$ cat config.mk
export PLATFORM = sky130hd
export DESIGN_NAME = aukv_operand_stage
export DESIGN_NICKNAME = d
export VERILOG_FILES = /design/src/rtl/aukv_pkg.sv /design/src/rtl/aukv_fwd_sel.sv /design/src/rtl/aukv_operand_stage.sv
export SDC_FILE = /design/constraint.sdc
export NUM_CORES = 1
export LEC_CHECK = 0
export BUFFER_PORTS_ARGS = -buffer_cell sky130_fd_sc_hd__buf_2
export CAP_MARGIN = 40
export CORE_AREA = 5 5 174 176
export CTS_CLUSTER_DIAMETER = 80
export DETAILED_ROUTE_END_ITERATION = 7
export DIE_AREA = 0 0 179 181
export SYNTH_ARGS = -nofsm -noshare
export SYNTH_HDL_FRONTEND = slang
export SYNTH_SLANG_ARGS = --single-unit
$ cat constraint.sdc
create_clock -name i_clk -period 2.4 [get_ports i_clk]
set_input_delay 0.12 -clock i_clk [delete_from_list [all_inputs] [get_ports i_clk]]
set_output_delay 0.12 -clock i_clk [all_outputs]
set_load 0.1 [all_outputs]
$ cat src/rtl/aukv_pkg.sv
// Shared types and constants for the Auk-V ID/EX operand stage.
// No logic, so no latency or backpressure of its own.
package aukv_pkg;

    localparam int CTRL_W_DEF = 16;

    localparam logic [4:0] REG_ZERO = 5'd0;

    typedef enum logic [1:0] {
        FWD_RF  = 2'd0,
        FWD_WB  = 2'd1,
        FWD_MEM = 2'd2,
        FWD_EX  = 2'd3
    } fwd_src_e;

    typedef struct packed {
        logic        vld;
        logic [31:0] pc;
        logic [31:0] rs1_dat;
        logic [31:0] rs2_dat;
        logic [31:0] imm;
        logic [4:0]  rd_addr;
        logic        rd_we;
        logic        is_load;
    } idex_t;

endpackage

$ cat src/rtl/aukv_fwd_sel.sv
// Per-operand forwarding select: x0, then EX, MEM, WB, else register file.
// Purely combinational, 0 cycles; it has no handshake and cannot be held off.
module aukv_fwd_sel
    import aukv_pkg::*;
(
    input  logic [4:0]  rs_addr,
    input  logic [31:0] rf_dat,
    input  logic        ex_fwd_en,
    input  logic [4:0]  ex_rd_addr,
    input  logic [31:0] ex_rd_dat,
    input  logic        mem_rd_we,
    input  logic [4:0]  mem_rd_addr,
    input  logic [31:0] mem_rd_dat,
    input  logic        wb_we,
    input  logic [4:0]  wb_rd_addr,
    input  logic [31:0] wb_rd_dat,
    output fwd_src_e    src,
    output logic [31:0] opnd_dat
);

    always_comb begin
        src      = FWD_RF;
        opnd_dat = rf_dat;
        if (rs_addr == REG_ZERO) begin
            src      = FWD_RF;
            opnd_dat = 32'd0;
        end else if (ex_fwd_en && ex_rd_addr == rs_addr) begin
            src      = FWD_EX;
            opnd_dat = ex_rd_dat;
        end else if (mem_rd_we && mem_rd_addr == rs_addr) begin
            src      = FWD_MEM;
            opnd_dat = mem_rd_dat;
        end else if (wb_we && wb_rd_addr == rs_addr) begin
            src      = FWD_WB;
            opnd_dat = wb_rd_dat;
        end
    end

endmodule

$ cat src/rtl/aukv_operand_stage.sv
// ID/EX operand stage: forwarding, load-use bubble, ID/EX register, bubble counter.
// Operands resolve in the ID cycle and land in ID/EX after 1 cycle; i_ex_stall holds ID/EX, flush overrides everything.
module aukv_operand_stage
    import aukv_pkg::*;
#(
    parameter int CTRL_W = CTRL_W_DEF
) (
    input  logic              i_clk,
    input  logic              i_rstn,
    input  logic              i_id_valid,
    input  logic [31:0]       i_id_pc,
    input  logic [4:0]        i_id_rs1_addr,
    input  logic [4:0]        i_id_rs2_addr,
    input  logic              i_id_uses_rs1,
    input  logic              i_id_uses_rs2,
    input  logic [4:0]        i_id_rd_addr,
    input  logic              i_id_rd_we,
    input  logic              i_id_is_load,
    input  logic [31:0]       i_id_imm,
    input  logic [CTRL_W-1:0] i_id_ctrl,
    output logic [4:0]        o_rs1_addr,
    output logic [4:0]        o_rs2_addr,
    input  logic [31:0]       i_rs1data,
    input  logic [31:0]       i_rs2data,
    input  logic [4:0]        i_mem_rd_addr,
    input  logic              i_mem_rd_we,
    input  logic [31:0]       i_mem_rd_data,
    input  logic [4:0]        i_wb_rd_addr,
    input  logic              i_wb_we,
    input  logic [31:0]       i_wb_rd_data,
    input  logic [31:0]       i_ex_rd_data,
    input  logic              i_ex_stall,
    input  logic              i_flush,
    output logic              o_id_stall,
    output logic              o_ex_valid,
    output logic [31:0]       o_ex_pc,
    output logic [31:0]       o_ex_rs1data,
    output logic [31:0]       o_ex_rs2data,
    output logic [31:0]       o_ex_imm,
    output logic [4:0]        o_ex_rd_addr,
    output logic              o_ex_rd_we,
    output logic              o_ex_is_load,
    output logic [CTRL_W-1:0] o_ex_ctrl,
    output logic [15:0]       o_hazard_cnt
);

    idex_t             idex_q;
    logic [CTRL_W-1:0] ctrl_q;
    logic [15:0]       hazard_cnt;
    logic              ex_fwd_en;
    logic              hazard;
    logic              bubble;
    logic [31:0]       rs1_dat;
    logic [31:0]       rs2_dat;
    fwd_src_e          rs1_src;
    fwd_src_e          rs2_src;

    assign o_rs1_addr = i_id_rs1_addr;
    assign o_rs2_addr = i_id_rs2_addr;

    // A load in EX has no result yet; only MEM can supply its data.
    assign ex_fwd_en = idex_q.vld & idex_q.rd_we & ~idex_q.is_load;

    aukv_fwd_sel u_fwd_rs1 (
        .rs_addr     (i_id_rs1_addr),
        .rf_dat      (i_rs1data),
        .ex_fwd_en   (ex_fwd_en),
        .ex_rd_addr  (idex_q.rd_addr),
        .ex_rd_dat   (i_ex_rd_data),
        .mem_rd_we   (i_mem_rd_we),
        .mem_rd_addr (i_mem_rd_addr),
        .mem_rd_dat  (i_mem_rd_data),
        .wb_we       (i_wb_we),
        .wb_rd_addr  (i_wb_rd_addr),
        .wb_rd_dat   (i_wb_rd_data),
        .src         (rs1_src),
        .opnd_dat    (rs1_dat)
    );

    aukv_fwd_sel u_fwd_rs2 (
        .rs_addr     (i_id_rs2_addr),
        .rf_dat      (i_rs2data),
        .ex_fwd_en   (ex_fwd_en),
        .ex_rd_addr  (idex_q.rd_addr),
        .ex_rd_dat   (i_ex_rd_data),
        .mem_rd_we   (i_mem_rd_we),
        .mem_rd_addr (i_mem_rd_addr),
        .mem_rd_dat  (i_mem_rd_data),
        .wb_we       (i_wb_we),
        .wb_rd_addr  (i_wb_rd_addr),
        .wb_rd_dat   (i_wb_rd_data),
        .src         (rs2_src),
        .opnd_dat    (rs2_dat)
    );

    assign hazard = idex_q.vld & idex_q.is_load & idex_q.rd_we &
                    (idex_q.rd_addr != REG_ZERO) & i_id_valid &
                    ((i_id_uses_rs1 & (i_id_rs1_addr == idex_q.rd_addr)) |
                     (i_id_uses_rs2 & (i_id_rs2_addr == idex_q.rd_addr)));

    assign o_id_stall = ~i_flush & (i_ex_stall | hazard);
    assign bubble     = ~i_flush & ~i_ex_stall & hazard;

    always_ff @(posedge i_clk or negedge i_rstn) begin
        if (!i_rstn) begin
            idex_q     <= '0;
            ctrl_q     <= '0;
            hazard_cnt <= 16'd0;
        end else begin
            if (i_flush) begin
                idex_q <= '0;
                ctrl_q <= '0;
            end else if (i_ex_stall) begin
                idex_q <= idex_q;
                ctrl_q <= ctrl_q;
            end else if (hazard) begin
                idex_q.vld <= 1'b0;
            end else begin
                idex_q.vld     <= i_id_valid;
                idex_q.pc      <= i_id_pc;
                idex_q.rs1_dat <= rs1_dat;
                idex_q.rs2_dat <= rs2_dat;
                idex_q.imm     <= i_id_imm;
                idex_q.rd_addr <= i_id_rd_addr;
                idex_q.rd_we   <= i_id_rd_we;
                idex_q.is_load <= i_id_is_load;
                ctrl_q         <= i_id_ctrl;
            end
            if (bubble && hazard_cnt != 16'hFFFF)
                hazard_cnt <= hazard_cnt + 16'd1;
        end
    end

    assign o_ex_valid   = idex_q.vld;
    assign o_ex_pc      = idex_q.pc;
    assign o_ex_rs1data = idex_q.rs1_dat;
    assign o_ex_rs2data = idex_q.rs2_dat;
    assign o_ex_imm     = idex_q.imm;
    assign o_ex_rd_addr = idex_q.rd_addr;
    assign o_ex_rd_we   = idex_q.rd_we;
    assign o_ex_is_load = idex_q.is_load;
    assign o_ex_ctrl    = ctrl_q;
    assign o_hazard_cnt = hazard_cnt;

endmodule

==> results of run 1 <==
cells in the final DEF, fill, tap and decap left out, types with 2 or more instances in the layout:
cell	count
nand4_1	7
xor2_1	24
nor2_1	9
inv_1	2
mux2i_1	64
nand3_1	8
nand3_2	3
nor3_2	2
and3_2	2
dfrtp_1	155
nor4_1	4
inv_8	4
buf_12	12
dlygate4sd3_1	148
mux2_2	64
nor4_2	2
diode_2	3
or2_1	3
buf_2	452
clkinv_4	3
a22o_1	88
a22oi_1	64
clkinv_8	6
dfrtp_2	13
nor3_1	8
buf_4	10
clkbuf_16	17
nand2_1	18
xnor2_1	21
o21ai_1	64
cell families (layout without fill, tap and decap cells):
| family | count (synthesis) | after routing | synth area share (%) |
|---|---|---|---|
| AOI/OAI and AO/OA | 222 | 222 | 19.5 |
| DFF | 168 | 168 | 50.4 |
| muxes | 128 | 128 | 16.3 |
| and+or+nand+nor | 72 | 72 | 4.65 |
| buffers and inverters | 67 | 658 | 4.22 |
| xor gates and xnor gates | 45 | 45 | 4.73 |
| adders and majority gates | 1 | 1 | 0.150 |
| other | 0 | 3 | 0 |
stage by stage:
step	hold WS, ns	setup slack (ns)	util, %
6_report	0.0202	0.159	46.6
5_1_grt	0.0401	0.0393	46.6
4_1_cts	0.00618	0.00199	46.5
3_5_place_dp	0.152	0.254	39.1
3_3_place_gp	0.157	0.232	39.0
2_1_floorplan	-0.176	0.00899	-
synthesized netlist by cell type:
cell / number
buf_1: 6
a22o_1: 88
nor4_1: 4
clkbuf_2: 1
nor3b_1: 1
or2_1: 3
mux2_2: 64
nand3_1: 8
buf_4: 16
nor3_1: 10
nand3b_1: 1
nand4_1: 7
nor2_1: 9
nand3_2: 3
buf_6: 1
o22ai_2: 1
ha_1: 1
nand2_1: 18
mux2i_1: 64
a31o_1: 1
o311ai_1: 1
or4_1: 1
or3_1: 1
xor2_1: 24
nor4_2: 2
a21oi_2: 1
and3_1: 3
nor2b_1: 1
dfrtp_1: 168
inv_1: 2
o21ai_1: 64
clkbuf_1: 16
a22oi_1: 64
o31a_1: 1
xnor2_1: 21
buf_2: 25
a21oi_1: 1
registers in the layout (all words and copies together), names as in the netlist:
signal        flops
o_ex_valid        1
o_ex_ctrl        16
o_ex_pc          32
o_ex_rs1data     32
o_ex_is_load      1
o_ex_rd_we        1
o_ex_imm         32
o_ex_rd_addr      5
o_hazard_cnt     16
o_ex_rs2data     32
final timing paths:
path                                             start                           end  slack (ns)  cells past startpoint
hold reg to reg            o_hazard_cnt[9]$_DFFE_PN0P_   o_hazard_cnt[9]$_DFFE_PN0P_        0.50                      1
min in group asynchronous                       i_rstn      o_ex_imm[10]$_DFFE_PN0P_        0.26                      2
max in group asynchronous                       i_rstn  o_ex_rs2data[19]$_DFFE_PN0P_        1.41                      3
setup reg to reg           o_ex_rd_addr[1]$_DFFE_PN0P_  o_hazard_cnt[11]$_DFFE_PN0P_        0.27                      7
setup / recovery           o_ex_rd_addr[1]$_DFFE_PN0P_                    o_id_stall        0.16                      6
hold / removal                        i_mem_rd_data[7]   o_ex_rs2data[7]$_DFFE_PN0P_        0.02                      3
power groups by stage:
stage	combinational [µW]	clock [µW]	sequential, µW
5_1_grt	2540	3000	3090
3_3_place_gp	2220	0	3120
4_1_cts	2440	2910	3070
6_report	2430	2820	3070
2_1_floorplan	471	0	4220
3_5_place_dp	2240	0	3120
final cells by class:
cell class	count	area share, %
repair buffers	624	30.9
well taps	384	3.62
flip-flops and latches	168	31.8
inverters	2	0.0566
clock buffers	18	3.31
clock inverters	14	1.34
multi-input cells	468	28.9
diodes	3	0.0566
repair_timing:
item | in CTS | in global routing
setup endpoints to repair | 0 | 1
setup buffers | 0 | 1
hold endpoints to repair | 210 | 0
hold buffers | 148 | 0
gates resized for setup | 0 | 1
routing by layer:
layer / share of wire, % / vias to the layer above
li1: - / 3820
met1: 38 / 3979
met2: 52 / 339
met3: 6.8 / 51
met4: 3.2 / 0
met5: 0 / -
worst register-to-register path, delay by kind of cell (launching register included):
| kind | cells | cell delay (ns) |
|---|---|---|
| AND/OR/NAND/NOR | 3 | 0.81 |
| flip-flops | 1 | 0.45 |
| XOR/XNOR | 2 | 0.35 |
| AO/OA/AOI/OAI | 1 | 0.26 |
| buffers and inverters | 1 | 0.16 |
==> impl_metrics.tcl, run 1 <==
set metrics [dict create \
    slew_viol_final 0 \
    htree_levels 4 \
    synthCells 703 \
    antenna_found_initial 3 \
    dieArea_um2 32400 \
    final_hold_viol_count 0 \
    grt_max_degree 69 \
    drc_errors 0 \
    synth_top_area_share_pct 50.4 \
    place_congestion 0.836 \
    fin_nets 1558 \
    p_total_uw 8320 \
    skew_ns 0.0112 \
    ant_nets 0 \
    synth_nets 980 \
    p_sw_share_pct 38.6 \
    path_cells "xnor2_1 -> nand3_1 -> o22ai_4 -> a31o_4 -> buf_12 -> buf_12" \
    core_um2 28500 \
    regArea_um2 4220 \
    multi_input_area_um2 3830 \
    p_comb_share_pct 29.2 \
    instances_no_fill 1681 \
    fmax_mhz 446 \
    cpLargestDelayFamily "compound AO/OA/AOI/OAI gates" \
    rsz0062_at_grt "no" \
    yosys.cell_types.count 37 \
    cellPowerDensity_nw_per_um2 627 \
    worst-path-buf-inv 2 \
    fin_crit_ns 2.24 \
    p_clk_share_pct 33.9 \
    cpMostUsedCell "buf_12" \
    yosysSeqAreaShare_pct 50.4 \
    via_per_inst 4.87 \
    syn_area_per_cell_um2 11.9 \
    critical_path.max_stage_delay_ns 0.45 \
    max-slew-margin-rel_pct 57.5 \
    critPathMaxFanout 29 \
    place_hpwl_um 23700 \
    cts_buffer_depth 2 \
    die_width_um 179 \
    cts_tree "built" \
    status "finished, final reports clean" \
    placedCellCount 1497 \
    wire_per_inst_um 19.2 \
    synth_top_area_cell "dfrtp_1" \
    start_kind "register" \
    synth.area.top_cells "dfrtp_1, a22o_1, mux2_2" \
    cts.sinks 168 \
    cts_buffers 17 \
    synthToLayoutAreaGrowth_pct 59.1 \
    use_met1_pct 21.8 \
    ios 455 \
    drive_gt1_share_pct 46.2 \
    first_global_vias 8642 \
    wl_um 32200 \
    ys_warn_count 0 \
    io_buffers 454 \
    final_min_period_over_clock_period_pct 93.4 \
    tightest_slew_ns 0.637 \
    cp_data_required_time_ns 2.28 \
    path_clk_slew_ns 0.07 \
    cts_root_buf "clkbuf_16" \
    setup_viol 0 \
    grt_use_total_pct 18.8 \
    global_route.usage.met3_pct 4.01 \
    fin_setup_tns_ns 0 \
    grt_util_met2_pct 33.7 \
    insertion_delay_ns 0.42 \
    crit_type "reg2out" \
    arrival_ns 2.12 \
    cp-end-kind "output pin" \
    crit_slowest_cell "dfrtp_2" \
    rows 62 \
    p_leak_uw 0.00694 \
    vdd_drop_max_mv 0.479 \
    internal-power_uw 5110 \
    start_util_pct 29.3 \
    vias 8189 \
    dieHeight_um 181 \
    synth_area_um2 8340 \
    globalRouteOverflowTotal 0 \
    hp-class "in2reg" \
    placed_area_um2 11100 \
    gr-max-usage-layer "met2" \
    drtPass1Iterations 5 \
    n_fill_cell 2652 \
    dr.first_iter.drc_count 413 \
    p_seq_share_pct 36.9 \
    fin_area_um2 13300 \
    yosys_register_bits 168 \
    grt_pass1_wl_um 48000 \
    p_switching_uw 3220 \
    maxCapViolations 0 \
]
Power figures use the tool's default switching activity.
==> run 2: changes to the inputs <==
--- a/config.mk
+++ b/config.mk
@@ -7,7 +7,7 @@
 export LEC_CHECK = 0
 export BUFFER_PORTS_ARGS = -buffer_cell sky130_fd_sc_hd__buf_2
 export CAP_MARGIN = 40
-export CORE_AREA = 5 5 174 176
+export CORE_AREA = 10 10 169 171
 export CTS_CLUSTER_DIAMETER = 80
 export DETAILED_ROUTE_END_ITERATION = 7
 export DIE_AREA = 0 0 179 181
==> run 2 against run 1 <==
  * Utilization increased by 6.2 points
  * Fmax up 2.8%
  * Sequential cell count did not move
  * Final cell count decreased by 3.0%
  * First-iteration DRC count decreased by 15%
  * Clock power barely moved
  * Critical path type unchanged
==> impl_metrics.tcl, run 2 (same netlist as run 1, synthesis figures left out) <==
set metrics [dict create \
    max-slew-margin-rel_pct 58.8 \
    p_total_uw 8320 \
    final_min_period_over_clock_period_pct 90.8 \
    fmax_mhz 459 \
    cts_buffer_depth 2 \
    slew_viol_final 0 \
    cts.sinks 168 \
    dieHeight_um 181 \
    place_hpwl_um 26200 \
    antenna_found_initial 4 \
    fin_nets 1561 \
    arrival_ns 2.06 \
    rows 58 \
    die_width_um 179 \
    ios 455 \
    ant_nets 0 \
    vdd_drop_max_mv 0.392 \
    status "finished, final reports clean" \
    first_global_vias 9199 \
    maxCapViolations 0 \
    use_met1_pct 23.2 \
    synthToLayoutAreaGrowth_pct 58.6 \
    hp-class "in2reg" \
    final_cell_mix "buf_2, dfrtp_1, dlygate4sd3_1" \
    cellPowerDensity_nw_per_um2 630 \
    tightest_slew_ns 0.618 \
    crit_type "reg2out" \
    cts_root_buf "clkbuf_16" \
    grt_max_degree 69 \
    dieArea_um2 32400 \
    start_kind "register" \
    via_per_inst 5.06 \
    drc_errors 0 \
    core_um2 25000 \
    grt_use_total_pct 20.9 \
    p_leak_uw 0.00694 \
    final_hold_viol_count 0 \
    io_buffers 454 \
    setup_viol 0 \
    final_common_cell "buf_2" \
    drtPass1Iterations 5 \
    insertion_delay_ns 0.43 \
    cts_tree "built" \
    path_clk_slew_ns 0.07 \
    critPathMaxFanout 21 \
    dr.first_iter.drc_count 350 \
    place_congestion 0.920 \
    wire_per_inst_um 21.6 \
    skew_ns 0.0138 \
    cp_data_required_time_ns 2.28 \
    start_util_pct 33.3 \
    cts_buffers 17 \
    vias 8258 \
    grt_pass1_wl_um 53100 \
    fin_setup_tns_ns 0 \
    rsz0062_at_grt "no" \
    wl_um 35200 \
    grt_util_met2_pct 36.7 \
    fin_crit_ns 2.18 \
    drive_gt1_share_pct 45.9 \
    htree_levels 4 \
    global_route.usage.met3_pct 5.80 \
    cp-end-kind "output pin" \
    globalRouteOverflowTotal 0 \
    gr-max-usage-layer "met2" \
]
-- run 2: changes by cell type in the layout (fill, tap and decap cells not counted), sizes merged, moves of 2 or more --
| cell | change |
|---|---|
| buf | -2 |
| dlygate4sd3 | +3 |
| inv | +3 |
| clkinvlp | +3 |
| clkinv | -7 |
-- run 2: through the flow --
step	instances	cell area [µm²]	hold WS, ns	utilization (%)	setup WS (ns)
2_1_floorplan	703	8350	-0.176	-	0.00899
3_3_place_gp	1440	11000	0.0943	44.0	0.329
3_5_place_dp	1440	11000	0.0916	44.0	0.272
4_1_cts	1625	13200	0.00240	52.6	0.0256
5_1_grt	1631	13200	0.0311	52.8	0.0824
6_report	1631	13200	0.0266	52.8	0.221
-- run 2: metal layers --
layer | share of wire [%] | vias up | routed length, µm
met1 | 38 | 4050 | 13200
met2 | 51 | 337 | 18100
met5 | 0 | - | 0
met3 | 7.7 | 57 | 2730
met4 | 3.4 | 0 | 1210
li1 | - | 3814 | -
-- run 2: repair_timing --
| action | 4_1_cts | 5_1_grt |
|---|---|---|
| hold buffers | 151 | 0 |
| endpoints found under the setup margin | 1 | 1 |
| buffers inserted | 1 | 1 |
| hold endpoints to repair | 199 | 0 |
| cloned | 1 | 1 |
| pin swaps | 1 | 1 |
| resized for setup | 2 | 0 |
-- run 2: worst max-delay path, cell delays in order, from the launching register on --
cell and delay [ns]:
dfrtp_2 0.38, nand4_1 0.13, a21oi_1 0.48, a31o_4 0.27
buf_16 0.17, buf_12 0.19
-- run 2: worst paths after layout --
| kind | start | to | slack (ns) | cells past startpoint |
|---|---|---|---|---|
| max | o_ex_is_load$_DFFE_PN0P_ | o_id_stall | 0.22 | 5 |
| max reg2reg | o_ex_is_load$_DFFE_PN0P_ | o_ex_rs1data[29]$_DFFE_PN0P_ | 0.29 | 7 |
| min | i_mem_rd_data[9] | o_ex_rs1data[9]$_DFFE_PN0P_ | 0.03 | 3 |
| max in group asynchronous | i_rstn | o_ex_imm[30]$_DFFE_PN0P_ | 1.47 | 3 |
| min in group asynchronous | i_rstn | o_ex_pc[19]$_DFFE_PN0P_ | 0.19 | 2 |
| min reg2reg | o_hazard_cnt[11]$_DFFE_PN0P_ | o_hazard_cnt[11]$_DFFE_PN0P_ | 0.50 | 1 |
-- run 2: final cells by class --
type | count | area (µm²)
Antenna cell | 4 | 10.0
Clock buffer | 18 | 429
Clock inverter | 14 | 160
Fill cell | 2200 | 11800
Inverter | 2 | 7.51
Multi-Input combinational cell | 468 | 3830
Sequential cell | 168 | 4220
Tap cell | 330 | 413
Timing Repair Buffer | 627 | 4150
-- run 2: report_power, final --
group / switching [µW] / internal [µW] / total (µW)
sequential: 90.5 / 2980 / 3070
clock: 1300 / 1480 / 2790
combinational: 1770 / 688 / 2460
total: 3170 / 5150 / 8320
